==> src/rtl/sw_pkg.sv <==
// Shared types and helpers for the switch debouncer.
package sw_pkg;

  localparam logic ST_STABLE  = 1'b0;
  localparam logic ST_PENDING = 1'b1;

  typedef enum logic {
    StStable  = ST_STABLE,
    StPending = ST_PENDING
  } db_state_e;

  // Width of the stability counter; never less than one bit.
  function automatic int unsigned cnt_width(input int unsigned stable_cycles);
    return (stable_cycles <= 2) ? 1 : $clog2(stable_cycles);
  endfunction

endpackage

==> src/rtl/debounce_bit.sv <==
// One switch bit: synchroniser chain, stability counter and two-state FSM.
module debounce_bit
  import sw_pkg::*;
#(
  parameter int unsigned SYNC_STAGES   = 2,
  parameter int unsigned STABLE_CYCLES = 1_000_000
) (
  input  logic clk,
  input  logic rst,
  input  logic raw_i,
  output logic db_o,
  output logic rise_o,
  output logic fall_o,
  output logic pulse_next_o
);

  localparam int unsigned CW = cnt_width(STABLE_CYCLES);
  localparam logic [CW-1:0] CntLast = CW'(STABLE_CYCLES - 1);

  logic [SYNC_STAGES-1:0] sync_q, sync_d;
  db_state_e              state_q, state_d;
  logic [CW-1:0]          cnt_q, cnt_d;
  logic                   db_q, db_d;
  logic                   rise_q, rise_d;
  logic                   fall_q, fall_d;
  logic                   s_sync;

  assign sync_d = {sync_q[SYNC_STAGES-2:0], raw_i};
  assign s_sync = sync_q[SYNC_STAGES-1];

  always_comb begin
    state_d = state_q;
    cnt_d   = cnt_q;
    db_d    = db_q;
    rise_d  = 1'b0;
    fall_d  = 1'b0;
    unique case (state_q)
      StStable: begin
        if (s_sync != db_q) begin
          state_d = StPending;
          cnt_d   = CW'(1);
        end
      end
      StPending: begin
        if (s_sync == db_q) begin
          // Level returned before the count completed: drop it silently.
          state_d = StStable;
          cnt_d   = '0;
        end else if (cnt_q == CntLast) begin
          db_d    = s_sync;
          rise_d  = s_sync;
          fall_d  = ~s_sync;
          state_d = StStable;
          cnt_d   = '0;
        end else begin
          cnt_d = cnt_q + 1'b1;
        end
      end
    endcase
  end

  always_ff @(posedge clk or posedge rst) begin
    if (rst) begin
      sync_q  <= '0;
      state_q <= StStable;
      cnt_q   <= '0;
      db_q    <= 1'b0;
      rise_q  <= 1'b0;
      fall_q  <= 1'b0;
    end else begin
      sync_q  <= sync_d;
      state_q <= state_d;
      cnt_q   <= cnt_d;
      db_q    <= db_d;
      rise_q  <= rise_d;
      fall_q  <= fall_d;
    end
  end

  assign db_o         = db_q;
  assign rise_o       = rise_q;
  assign fall_o       = fall_q;
  assign pulse_next_o = rise_d | fall_d;

endmodule

==> src/rtl/switch_debouncer.sv <==
// Debounces N_SW raw switch inputs and emits per-bit rise/fall pulses plus an
// any-edge flag.
module switch_debouncer
  import sw_pkg::*;
#(
  parameter int unsigned N_SW          = 3,
  parameter int unsigned SYNC_STAGES   = 2,
  parameter int unsigned STABLE_CYCLES = 1_000_000
) (
  input  logic            clk,
  input  logic            rst,
  input  logic [N_SW-1:0] sw_raw,
  output logic [N_SW-1:0] sw_db,
  output logic [N_SW-1:0] sw_rise,
  output logic [N_SW-1:0] sw_fall,
  output logic            sw_any
);

  logic [N_SW-1:0] pulse_next;
  logic            sw_any_q, sw_any_d;

  for (genvar i = 0; i < N_SW; i++) begin : g_bit
    debounce_bit #(
      .SYNC_STAGES  (SYNC_STAGES),
      .STABLE_CYCLES(STABLE_CYCLES)
    ) u_bit (
      .clk         (clk),
      .rst         (rst),
      .raw_i       (sw_raw[i]),
      .db_o        (sw_db[i]),
      .rise_o      (sw_rise[i]),
      .fall_o      (sw_fall[i]),
      .pulse_next_o(pulse_next[i])
    );
  end

  // Built from the pulses' next state so sw_any lines up with them.
  assign sw_any_d = |pulse_next;

  always_ff @(posedge clk or posedge rst) begin
    if (rst) begin
      sw_any_q <= 1'b0;
    end else begin
      sw_any_q <= sw_any_d;
    end
  end

  assign sw_any = sw_any_q;

endmodule

==> config.mk <==
export PLATFORM = sky130hd
export DESIGN_NAME = switch_debouncer
export DESIGN_NICKNAME = d
export VERILOG_FILES = /design/src/rtl/sw_pkg.sv /design/src/rtl/debounce_bit.sv /design/src/rtl/switch_debouncer.sv
export SDC_FILE = /design/constraint.sdc
export NUM_CORES = 1
export LEC_CHECK = 0
export CORE_UTILIZATION = 50
export CTS_CLUSTER_SIZE = 10
export DETAILED_ROUTE_END_ITERATION = 16
export MAX_ROUTING_LAYER = met4
export PLACE_DENSITY = 0.67
export SYNTH_ARGS = -nofsm -noshare
export SYNTH_HDL_FRONTEND = slang
export SYNTH_SLANG_ARGS = --single-unit
==> constraint.sdc <==
create_clock -name clk -period 3.09 [get_ports clk]
set_input_delay 0.7725 -clock clk [delete_from_list [all_inputs] [get_ports clk]]
set_output_delay 0.7725 -clock clk [all_outputs]
set_load 0.02 [all_outputs]
==> flow_summary.toml, run 1 <==
[status]
status = "complete, no violations"

[sta]
rsz0062_at_grt = "no"
finalSetupViolations = 0
setup_tns_ps = 0
slew-limit-headroom_pct = 44.14
worstMarginPinSlew_ps = 834.7
period_share_pct = 71.06
fin_crit_ps = 2196
clock_skew_ps = 8.015
final_max_slew_viol_count = 0
fmax_mhz = 455.4
finalHoldViolations = 0

[yosys]
synth_most_common_cell = "dfrtp_1"
yosys.area.top_type = "dfrtp_1"
synth_common_cells = "79 x dfrtp_1, 50 x nand2_1, 49 x nand3_1"
synth.top_cells.by_area = "dfrtp_1 48%, nand3_1 5.9%, nand2_1 4.5%, a22o_1 3.2%, a21oi_1 3.0%"
yosysTopAreaCellShare_pct = 47.78
syn_area_per_cell_um2 = 9.512
synth_area_um2 = 4138
synth-seq-cells = 79
yosysWarnings = 0
synth-edff-count = 0
synthCells = 435
synth_nets = 443
ys_types = 53
ys.flop_type = "dfrtp_1"
ys_seq_area_share_pct = 47.78
async_reset_ff_share_pct = 100.0

[detailed_routing]
drt-pass1-iter-count = 5
antenna_left = 0
dr_total_vias = 3292
wl_per_cell_um = 15.54
drc = 0
dr.first_iter.drc_count = 196
viasPerCell = 6.029
totalWireLength_mm = 8.483

[critical_path]
cp.arrival_ps = 2430
crit_slowest_cell = "o41a_1"
r2r_end = "g_bit[1].u_bit.cnt_q[12]$_DFFE_PP0P_"
critical_path_cell_count = 5
max_stage_delay_ps = 730
cp_num_buf_inv = 0
start_kind = "register"
rr_worst_depth = 5
worstReg2RegStart = "g_bit[1].u_bit.cnt_q[12]$_DFFE_PP0P_"
path_max_fanout = 21
crit_family = "compound AO/OA/AOI/OAI gates"
crit_chain = "nor4b_1, nand2_1, o41a_1, a21o_1, a22o_1"
critPathLaunch = "g_bit[1].u_bit.cnt_q[12]$_DFFE_PP0P_"
crit_path_end_kind = "register"
r2r_setup_slack_ps = 890
cp_data_required_time_ps = 3320
crit_end = "g_bit[1].u_bit.cnt_q[12]$_DFFE_PP0P_"
worstSetupPathType = "reg -> reg"

[global_routing]
grt_pass1_wl_mm = 14.59
first_global_vias = 2966
grt_usage_pct = 22.12
antenna_found_initial = 0
grt-ovfl-total = 0
grt_start_max_net_pins = 80

[cells_and_area]
post-route-util_pct = 57.64
stdcell_count = 546
area.growth.synth_to_final_pct = 9.314
num_antenna_cells = 0
drive_gt1_share_pct = 7.883
nNetsFinal = 447

[job]
max_cap_viol_count = 0

[power]
p_per_area_nw_per_um2 = 435.9
leakage_uw = 0.001900
vdd_drop_max_uv = 314.3

[clock_network]
clock_path_buffers = 2
cts_tree = "yes"
holdBufCountCts = 0
cts_resized = 0
root_buffer = "clkbuf_8"
cts_setup_buffers = 0
cts.clk_slew.worst_paths_ps = 80
cts_sinks = 79
clk_latency_ps = 340
cts_htree_levels = 3
numCtsBuffers = 9

[min_path]
hold_class = "reg -> reg"
min_from = "g_bit[2].u_bit.sync_q[0]$_DFF_PP0_"

[floorplan]
fp.dieArea_um2 = 8643
num_rows = 32
die_y_um = 92.97
num_io_pins = 15
initial_core_util_pct = 52.73
core_area_um2 = 7848
die_x_um = 92.97

[placement]
place_inst = 530
hpwl_mm = 5.632
port_buffers = 14
gp_congestion = 0.8187
[worst reg2reg max path, delay by kind of cell (launching register included)]
family	cells	cell delay, ps
AO/OA/AOI/OAI	3	1230
AND/OR/NAND/NOR	2	440
flip-flops	1	430
[stage by stage]
step	hold WS [ps]	power (uW)	instance area (um^2)	worst slack, ps
global placement	336.8	1221	4324	961.5
finish	354.1	1971	4523	894.2
CTS	359.5	1999	4523	888.3
global route	362.2	2065	4523	709.4
detailed placement	341.0	1227	4324	890.4
floorplan	331.2	1186	4138	294.1
[per-layer routing]
metal	part of all wire, %	track usage (%)	wire (um)
met5	0	-	0
met4	0.54	5.128	46
met3	5.3	5.854	447
met2	45	32.29	3813
met1	49	31.01	4175
[kinds of logic (layout without fill, tap and decap cells)]
kind of cell | count (synthesis) | count (layout) | synth area share (%)
simple gates | 196 | 196 | 25.34
compound gates | 103 | 103 | 16.99
flops | 79 | 79 | 47.78
buf+inv | 34 | 43 | 4.203
mux | 12 | 12 | 3.084
xor+xnor | 8 | 8 | 1.693
fa+ha+maj | 3 | 3 | 0.9073
[cell usage in the layout, fill, tap and decap left out, drive strengths merged, types with 7 or more instances in the layout]
| cell | n |
|---|---|
| o21ai | 15 |
| a41oi | 8 |
| nand2 | 50 |
| and3 | 10 |
| nor3b | 7 |
| dfrtp | 79 |
| clkbuf | 11 |
| a31oi | 16 |
| nor4 | 9 |
| mux2i | 9 |
| nand3 | 49 |
| a21o | 7 |
| and2 | 8 |
| clkdlybuf4s50 | 14 |
| nand4 | 7 |
| nor2 | 25 |
| a22o | 15 |
| a21oi | 25 |
[report_power, final]
group / switching, uW / internal, uW
sequential: 25.4 / 1050
clock: 372 / 394
combinational: 82.3 / 44.5
total: 480 / 1490
[layout make-up]
| cell class | instances | area, um^2 |
|---|---|---|
| fill | 707 | 3324 |
| clock buffer | 11 | 141.4 |
| multi-input combinational | 322 | 1994 |
| tap | 102 | 127.6 |
| timing repair buffer | 20 | 197.7 |
| sequential | 79 | 1977 |
| clock inverter | 5 | 57.56 |
| inverter | 7 | 27.53 |
[sequential cells by signal, indices dropped and copies added (netlist names)]
name	cells
g_bit.u_bit.fall_o	3
sw_any	1
g_bit.u_bit.cnt_q	60
g_bit.u_bit.db_o	3
g_bit.u_bit.sync_q	6
g_bit.u_bit.state_q	3
g_bit.u_bit.rise_o	3
[worst min-delay path by stage]
| stage | slack (ps) | end | cells past startpoint |
|---|---|---|---|
| after floorplan | 330 | g_bit[0].u_bit.sync_q[1]$_DFF_PP0_ | 0 |
| after global placement | 340 | g_bit[1].u_bit.sync_q[1]$_DFF_PP0_ | 0 |
| after detailed placement | 340 | g_bit[2].u_bit.sync_q[1]$_DFF_PP0_ | 0 |
| after CTS | 360 | g_bit[2].u_bit.sync_q[1]$_DFF_PP0_ | 0 |
| after global routing | 360 | g_bit[2].u_bit.sync_q[1]$_DFF_PP0_ | 0 |
| final | 350 | g_bit[2].u_bit.sync_q[1]$_DFF_PP0_ | 0 |
(Power assumes the default switching activity.)
==> run 2, diff against run 1 <==
--- a/config.mk
+++ b/config.mk
@@ -9,7 +9,7 @@
 export CTS_CLUSTER_SIZE = 10
 export DETAILED_ROUTE_END_ITERATION = 16
 export MAX_ROUTING_LAYER = met4
-export PLACE_DENSITY = 0.67
+export PLACE_DENSITY = 0.7
 export SYNTH_ARGS = -nofsm -noshare
 export SYNTH_HDL_FRONTEND = slang
 export SYNTH_SLANG_ARGS = --single-unit
==> constraint.sdc (replaced) <==
create_clock -name clk -period 1.79 [get_ports clk]
set_input_delay 0.4475 -clock clk [delete_from_list [all_inputs] [get_ports clk]]
set_output_delay 0.4475 -clock clk [all_outputs]
set_load 0.02 [all_outputs]
==> flow_summary.toml, run 2 (synthesis results as in run 1) <==
[cells_and_area]
area.growth.synth_to_final_pct = 39.10
reg_top3 = "g_bit.u_bit.cnt_q x60, g_bit.u_bit.sync_q x6"
drive_gt1_share_pct = 34.19
largest_reg_flops = 60
nNetsFinal = 547
top_register = "g_bit.u_bit.cnt_q"
post-route-util_pct = 73.34
num_antenna_cells = 0
mostFrequentLayoutCells = "89 x buf_4, 77 x dfrtp_1, 46 x nand3_1"
stdcell_count = 646
finalInstanceArea_um2 = 5756
final_common_cell = "buf_4"

[sta]
worstMarginPinSlew_ps = 750.3
finalHoldViolations = 0
fmax_mhz = 516.4
period_share_pct = 108.2
fin_crit_ps = 1936
clock_skew_ps = 16.26
final_max_slew_viol_count = 0
finalWorstSetupSlack_ps = -146.3
finalSetupViolations = 34
slew-limit-headroom_pct = 49.93
rsz0062_at_grt = "yes"

[critical_path]
cp.arrival_ps = 2160
start_kind = "register"
crit_path_end_kind = "register"
worstSetupPathType = "reg -> reg"
path_max_fanout = 4
cp_data_required_time_ps = 2020

[global_routing]
grt-ovfl-total = 0
grt_start_max_net_pins = 33
antenna_found_initial = 0
grt_usage_pct = 26.57
grt_pass1_wl_mm = 17.68
first_global_vias = 3628

[min_path]
hold_class = "reg -> reg"

[floorplan]
num_io_pins = 15
initial_core_util_pct = 52.73
num_rows = 32
core_area_um2 = 7848
fp.dieArea_um2 = 8643
die_x_um = 92.97
die_y_um = 92.97

[clock_network]
clock_path_buffers = 2
cts.clk_slew.worst_paths_ps = 90
numCtsBuffers = 9
cts_sinks = 79
holdBufCountCts = 0
cts_htree_levels = 3
cts_tree = "yes"
root_buffer = "clkbuf_8"
clk_latency_ps = 350

[placement]
hpwl_mm = 6.902
gp_congestion = 0.8953
place_inst = 614
dpl-instance-area_um2 = 5049
port_buffers = 14

[power]
p_clk_share_pct = 42.3
p_per_area_nw_per_um2 = 669.3
seqPwrFrac_pct = 48.1
power_uw = 3852
leakage_uw = 0.002675
p_int_uw = 2921
power_switching_share_pct = 24.17
vdd_drop_max_uv = 406.1
power.switching_uw = 930.9
combinationalPowerShare_pct = 9.7

[job]
max_cap_viol_count = 0

[status]
violations = "setup timing"
status = "finished with violations"

[detailed_routing]
dr.first_iter.drc_count = 300
antenna_left = 0
wl_per_cell_um = 16.17
drc = 0
viasPerCell = 5.926
dr_total_vias = 3828
drt-pass1-iter-count = 5
totalWireLength_mm = 10.45
[run 2: critical path, cell delays in order (launching register included)]
cell and delay (ps):
dfrtp_1 390, or4b_4 550, nor4_4 250, and2_4 240, nand2_4 70, mux2_4 310
[run 2: area by class of cell]
| cell class | instances | area [um^2] |
|---|---|---|
| inverter | 7 | 30.03 |
| clock buffer | 9 | 123.9 |
| fill | 534 | 2092 |
| sequential | 79 | 1979 |
| tap | 102 | 127.6 |
| timing repair buffer | 119 | 1025 |
| multi-input combinational | 323 | 2350 |
| clock inverter | 7 | 120.1 |
[run 2: worst paths after layout]
path,end,cells past startpoint,from,slack (ps)
max reg2reg,g_bit[0].u_bit.db_o$_DFFE_PP0P_,5,g_bit[0].u_bit.cnt_q[12]$_DFFE_PP0P_,-150
min,g_bit[1].u_bit.sync_q[1]$_DFF_PP0_,0,g_bit[1].u_bit.sync_q[0]$_DFF_PP0_,360
max,g_bit[0].u_bit.db_o$_DFFE_PP0P_,5,g_bit[0].u_bit.cnt_q[12]$_DFFE_PP0P_,-150
max in group asynchronous,g_bit[2].u_bit.cnt_q[3]$_DFFE_PP0P_,3,rst,910
min in group asynchronous,g_bit[0].u_bit.cnt_q[16]$_DFFE_PP0P_,2,rst,420
min reg2reg,g_bit[1].u_bit.sync_q[1]$_DFF_PP0_,0,g_bit[1].u_bit.sync_q[0]$_DFF_PP0_,360
[run 2: routing by layer]
layer	global-route usage [%]	up-vias	part of all wire, %
li1	-	1830	-
met1	36.46	1884	47
met2	41.61	106	48
met3	4.715	8	4.2
met4	5.641	0	0.78
met5	-	-	0
[run 2: metrics by stage]
| step | TNS [ps] | hold slack [ps] | setup WS, ps |
|---|---|---|---|
| after floorplan | -144.5 | 331.2 | -36.69 |
| after global placement | -969.9 | 335.1 | -73.82 |
| after detailed placement | -2280 | 340.4 | -114.9 |
| after CTS | -1427 | 361.5 | -118.4 |
| after global routing | -5061 | 381.3 | -213.4 |
| final | -1991 | 364.5 | -146.3 |
[run 2: what timing repair did]
action / CTS / global route
pin swaps: 7 / 29
gates cloned: 3 / 0
gates resized for setup: 29 / 51
setup buffers: 7 / 7
setup endpoints to repair: 44 / 60
[run 2: power groups by stage]
stage | registers, uW | logic (uW) | clock network [uW]
after floorplan | 1890 | 169 | 0
after global placement | 1880 | 311 | 0
after detailed placement | 1880 | 321 | 0
after CTS | 1850 | 343 | 1650
after global routing | 1860 | 409 | 1740
final | 1850 | 372 | 1630
==> run 3, diff against run 2 <==
--- a/config.mk
+++ b/config.mk
@@ -5,6 +5,7 @@
 export SDC_FILE = /design/constraint.sdc
 export NUM_CORES = 1
 export LEC_CHECK = 0
+export CAP_MARGIN = 20
 export CORE_UTILIZATION = 50
 export CTS_CLUSTER_SIZE = 10
 export DETAILED_ROUTE_END_ITERATION = 16
==> results of run 3 <==
Final layout, timing and power as in run 2 (identical DEF).
